<file path="config.mk">
export PLATFORM = sky130hd
export DESIGN_NAME = serial_adder_ctrl
export DESIGN_NICKNAME = d
export VERILOG_FILES = /design/src/rtl/serial_adder_ctrl.sv
export SDC_FILE = /design/constraint.sdc
export NUM_CORES = 1
export LEC_CHECK = 0
export ABC_AREA = 0
export BUFFER_PORTS_ARGS = -buffer_cell sky130_fd_sc_hd__buf_2
export CORE_ASPECT_RATIO = 0.5
export CORE_MARGIN = 1
export CORE_UTILIZATION = 50
export DETAILED_ROUTE_END_ITERATION = 8
export GPL_TIMING_DRIVEN = 1
export HOLD_SLACK_MARGIN = 0.08
export PLACE_DENSITY = 0.75
export SYNTH_ARGS = -nofsm -noshare
export SYNTH_HDL_FRONTEND = slang
export SYNTH_HIERARCHICAL = 1
export SYNTH_SLANG_ARGS = --single-unit
</file>
<file path="constraint.sdc">
create_clock -name clk -period 1.8 [get_ports clk]
set_input_delay 0.54 -clock clk [delete_from_list [all_inputs] [get_ports clk]]
set_output_delay 0.54 -clock clk [all_outputs]
set_load 0.005 [all_outputs]
</file>
<file path="src/rtl/serial_adder_ctrl.sv">
// Bit-serial adder controller: one full-adder cell walked LSB-first over WIDTH bits.
// Optional signed-overflow output is compiled in with `define SERIAL_ADDER_OVERFLOW_EN.

module serial_adder_fa (
  input  logic x,
  input  logic y,
  input  logic ci,
  output logic s,
  output logic co
);
  assign s  = x ^ y ^ ci;
  assign co = (x & y) | ((x ^ y) & ci);
endmodule

module serial_adder_ctrl #(
  parameter int WIDTH = 8
) (
  input  logic             clk,
  input  logic             reset,
  input  logic             start,
  input  logic [WIDTH-1:0] a,
  input  logic [WIDTH-1:0] b,
  input  logic             carryin,
  output logic             busy,
  output logic             done,
  output logic [WIDTH-1:0] sum,
  output logic             carryout
`ifdef SERIAL_ADDER_OVERFLOW_EN
  ,
  output logic             overflow
`endif
);
  localparam int CW = $clog2(WIDTH) + 1;

  typedef enum logic [1:0] {IDLE, RUN, DONE} state_t;

  state_t           state, state_nxt;
  logic             accept;
  logic [WIDTH-1:0] a_sr, b_sr, res_sr;
  logic [WIDTH:0]   res_cat;
  logic             carry;
  logic [CW-1:0]    cnt;
  logic             last;
  logic             fa_s, fa_co;

  serial_adder_fa u_fa (
    .x  (a_sr[0]),
    .y  (b_sr[0]),
    .ci (carry),
    .s  (fa_s),
    .co (fa_co)
  );

  assign last    = (cnt == CW'(WIDTH - 1));
  assign res_cat = {fa_s, res_sr};

  always_ff @(posedge clk or posedge reset) begin
    if (reset) state <= IDLE;
    else       state <= state_nxt;
  end

  always_comb begin
    state_nxt = state;
    accept    = 1'b0;
    case (state)
      IDLE: if (start) begin
        accept    = 1'b1;
        state_nxt = RUN;
      end
      RUN:  if (last) state_nxt = DONE;
      DONE: begin
        // a held start is taken straight from DONE so back-to-back ops need no idle gap
        if (start) begin
          accept    = 1'b1;
          state_nxt = RUN;
        end else begin
          state_nxt = IDLE;
        end
      end
      default: state_nxt = IDLE;
    endcase
  end

  assign busy = (state == RUN);
  assign done = (state == DONE);

  always_ff @(posedge clk or posedge reset) begin
    if (reset) begin
      a_sr   <= '0;
      b_sr   <= '0;
      res_sr <= '0;
      carry  <= 1'b0;
      cnt    <= '0;
    end else if (accept) begin
      a_sr  <= a;
      b_sr  <= b;
      carry <= carryin;
      cnt   <= '0;
    end else if (state == RUN) begin
      a_sr   <= a_sr >> 1;
      b_sr   <= b_sr >> 1;
      res_sr <= res_cat[WIDTH:1];
      carry  <= fa_co;
      cnt    <= cnt + CW'(1);
    end
  end

  assign sum      = res_sr;
  assign carryout = carry;

`ifdef SERIAL_ADDER_OVERFLOW_EN
  // on the last bit the carry flop holds the carry into the MSB
  always_ff @(posedge clk or posedge reset) begin
    if (reset)                      overflow <= 1'b0;
    else if (state == RUN && last)  overflow <= carry ^ fa_co;
  end
`endif

endmodule

</file>
Word-level counts from Yosys, hierarchy flattened --
Cells that the tools add are included.
Word-level totals: flip-flop bits (word level) 31, word-level logic and storage cells 37
Cells by class: add/sub/neg operators 1, eq/ne operators 5, muxes and demuxes 14, bitwise logic cells 6, reduce and logical (&&, ||, !) cells 5
Operators with widths (number):
- $mux W8 | 4
- $mux W4 | 2
- $pmux W2 S3 | 1
- $mux W1 | 5
- $add A4 B1 Y4 const B | 1
- $eq A4 B3 Y1 const B | 1
- $mux W2 | 2
- $reduce_and A2 Y1 | 2
- $and A1 B1 Y1 | 2
- $eq A2 B1 Y1 const B | 1
- $eq A2 B2 Y1 const B | 1
- $logic_not A2 Y1 | 1
- $ne A2 B1 Y1 const B | 1
- $ne A2 B2 Y1 const B | 1
- $reduce_bool A2 Y1 | 1
- $reduce_or A2 Y1 | 1
- $xor A1 B1 Y1 | 2
- $not A1 Y1 | 1
- $or A1 B1 Y1 | 1

Longest topological paths before layout --
depth in word-level cells 5, mapped depth 7, depth with buffers taken out 4

By module --
The synthesis kept the hierarchy.
Modules (own cells, without submodules):
- serial_adder_ctrl | times used 1, cells each 144, area an instance 1371.3 µm², sequential area each 775.7 µm²
- serial_adder_fa | times used 1, cells each 1, area an instance 20.0 µm², sequential area each 0.0 µm²

Worst setup path before layout --
No wires, ideal clock.
path type register -> output, from reg state[1], to out busy, arrival 0.909 ns, data required time 1.260 ns, path slack 0.351 ns, cell stages (with the launch flop) 6, buffers on the path 3, cells stage by stage dfrtp_1 > nand2b_1 > buf_6 > inv_4 > buf_6 > buf_6
Between the ends: longest elaborated chain between the ends 1
RTL lines:
- from (decl) | line 37 | state_t state, state_nxt;
- from (signal assigned) | line 59 | else state <= state_nxt;
- $eq A2 B1 Y1 | line 84 | assign busy = (state == RUN);
- to (decl) | line 24 | output logic busy,
No other way between the ends.

Worst setup path after layout --
Ends and elaborated chain as after synthesis.

==> impl_metrics.toml <==
[placement]
place_hpwl_um = 1650
gp_congestion = 0.700
io_buffers = 30

[pwr]
static-leakage-power_nw = 0.860
p_per_area_nw_per_um2 = 1830
ir_drop_uv = 895

[worst_setup_path]
path_max_fanout = 15
r2r_cells = 4
rrSetupSlack_ps = 410
regToRegEndpoint = "cnt[2]"
r2r_start = "state[0]"
start_kind = "flop"
setup.worst_path.end_class = "primary output"
critPathKind = "reg -> out"
critPathArrivalTime_ps = 1140
worstPathRequired_ps = 1260

[sta]
rsz0062_at_grt = "no"
hold_viol = 0
worstMarginPinSlew_ps = 390
period_share_pct = 93.3
slew_headroom_pct = 74.0
post-route-min-period_ps = 1680
tns_ps = 0
setup_viol = 0
fin_skew_ps = 8.27
max_freq_mhz = 595
slew_violations = 0

[global_routing]
grt_pass1_vias = 954
grt_max_degree = 32
antenna_found_initial = 0
grtUsageTotal_pct = 20.2
grt_pass1_wl_um = 4170
grt-ovfl-total = 0

[synth]
synthFlopType = "dfrtp_1"
synth_nets = 167
synth_cells = 145
ys_seq_elements = 31
yosysSeqAreaShare_pct = 55.8
synth_common_cells = "nand2_1, dfrtp_1, nor2_1"
yosysTopAreaCellShare_pct = 55.8
synth_area_per_cell_um2 = 9.60
yosysMostFrequentCell = "nand2_1"
yosys.area.top_type = "dfrtp_1"
synth_edf_count = 0
yosys-top-cells-area = "dfrtp_1, nand2_1, a31oi_1, a22oi_1, buf_6"
synth-async-reset-ratio_pct = 100
netlist_area_um2 = 1390
yosysUniqueCellTypes = 23
ys_warn_count = 6

[final_layout]
nNetsFinal = 199
syn_to_final_growth_pct = 19.5
utilization_pct = 63.5
fill_cells = 224
antenna_cells = 0
drive_gt1_share_pct = 25.8

[floorplanning]
rows = 13
start_util_pct = 53.1
io_pins = 31
coreArea_um2 = 2620
dieWidth_um = 76.6
fp.dieArea_um2 = 3010
dieHeight_um = 39.3

[clock_tree]
clk_pin_slew_ps = 70
cts.sinks = 31
htreeDepth = 2
cts_tree = "done"
cts_hold_buffers = 0
clockBufferDepth = 2
cts_made_buffers = 5
postCtsSetupRepairBufs = 0
clock-root-buffer = "clkbuf_8"
clk_latency_ps = 290
cts_resized = 0

[status]
status = "finished with violations"
violations = "design-rule violations"

[detailed_routing]
first_pass_iters = 6
vias_per_cell = 5.06
drc = 2
routed_wl_um = 2650
antenna_left = 0
avgRoutedWirePerCell_um = 12.3
vias = 1087
dr.first_iter.drc_count = 68

[job]
max_cap_viol_count = 0

[worst_hold_path]
hold_class = "in -> async"
==> per-layer routing <==
metal / up-vias / routed length (um) / GRT usage (%)
met5: - / 0 / 0
met4: 0 / 71 / 13.0
met2: 26 / 1220 / 35.8
met1: 514 / 1240 / 22.0
met3: 7 / 125 / 6.98
li1: 540 / - / -
==> critical path, stage by stage (launching register included) <==
cell,delay (ps)
dfrtp_1,370
nand2b_1,190
inv_4,160
buf_2,140
==> stage by stage <==
step | total power, mW | instance area (um2) | setup WS, ps | hold slack, ps | instances
CTS | 3.07 | 1660 | 116 | 342 | 215
floorplan | 2.12 | 1390 | 351 | 447 | 145
global placement | 2.30 | 1550 | 386 | 455 | 207
global route | 3.26 | 1660 | 63.0 | 370 | 215
detailed placement | 2.34 | 1550 | 358 | 464 | 207
finish | 3.04 | 1660 | 121 | 325 | 215
==> power by group <==
part	switching, mW	leakage (nW)	internal, mW
Clock	0.257	0.0612	0.447
Sequential	0.208	0.387	1.01
Combinational	0.634	0.412	0.479
==> sequential cells by signal (all words and copies together) (netlist names) <==
signal    cells
cnt           4
sum           8
a_sr          8
state         2
carryout      1
b_sr          8
==> cell usage in the layout, fill, tap and decap left out, drive strengths merged, types with 2 or more instances in the layout <==
cell type / synthesis / layout
nand2: 54 / 54
buf: 10 / 35
dfrtp: 31 / 31
nor2: 10 / 10
a31oi: 9 / 9
nand3: 7 / 7
a22oi: 6 / 6
clkbuf: 0 / 6
nand2b: 2 / 2
nor2b: 2 / 2
o21ai: 2 / 2
a22o: 2 / 2
inv: 2 / 2
mux2i: 2 / 2
==> worst max path at each step <==
stage          depth (start not counted)  slack (ps)      to  startpoint
2_1_floorplan                          5         350    busy    state[1]
4_1_cts                                3         120    busy    state[1]
3_5_place_dp                           5         360  cnt[2]       start
6_report                               3         120    busy    state[1]
5_1_grt                                3          60    busy    state[1]
3_3_place_gp                           5         390  cnt[2]       start
==> cell families after synthesis <==
kind of cell | synth area share, %
multiplexers | 3.42
AND/OR/NAND/NOR | 22.4
AO/OA/AOI/OAI | 9.62
adder cells (fa/ha/maj) | 2.34
buffers and inverters | 6.47
flip-flops | 55.8
==> area by class of cell <==
type	instances	area [um2]	share of cell area, %
clock buffer	6	82.6	4.97
clock inverter	2	35.0	2.11
inverter	2	10.0	0.602
multi-input combinational	102	526	31.6
sequential	31	776	46.7
tap	37	46.3	2.78
timing repair buffer	35	188	11.3
Note: power is estimated with default switching activity, not from simulation.
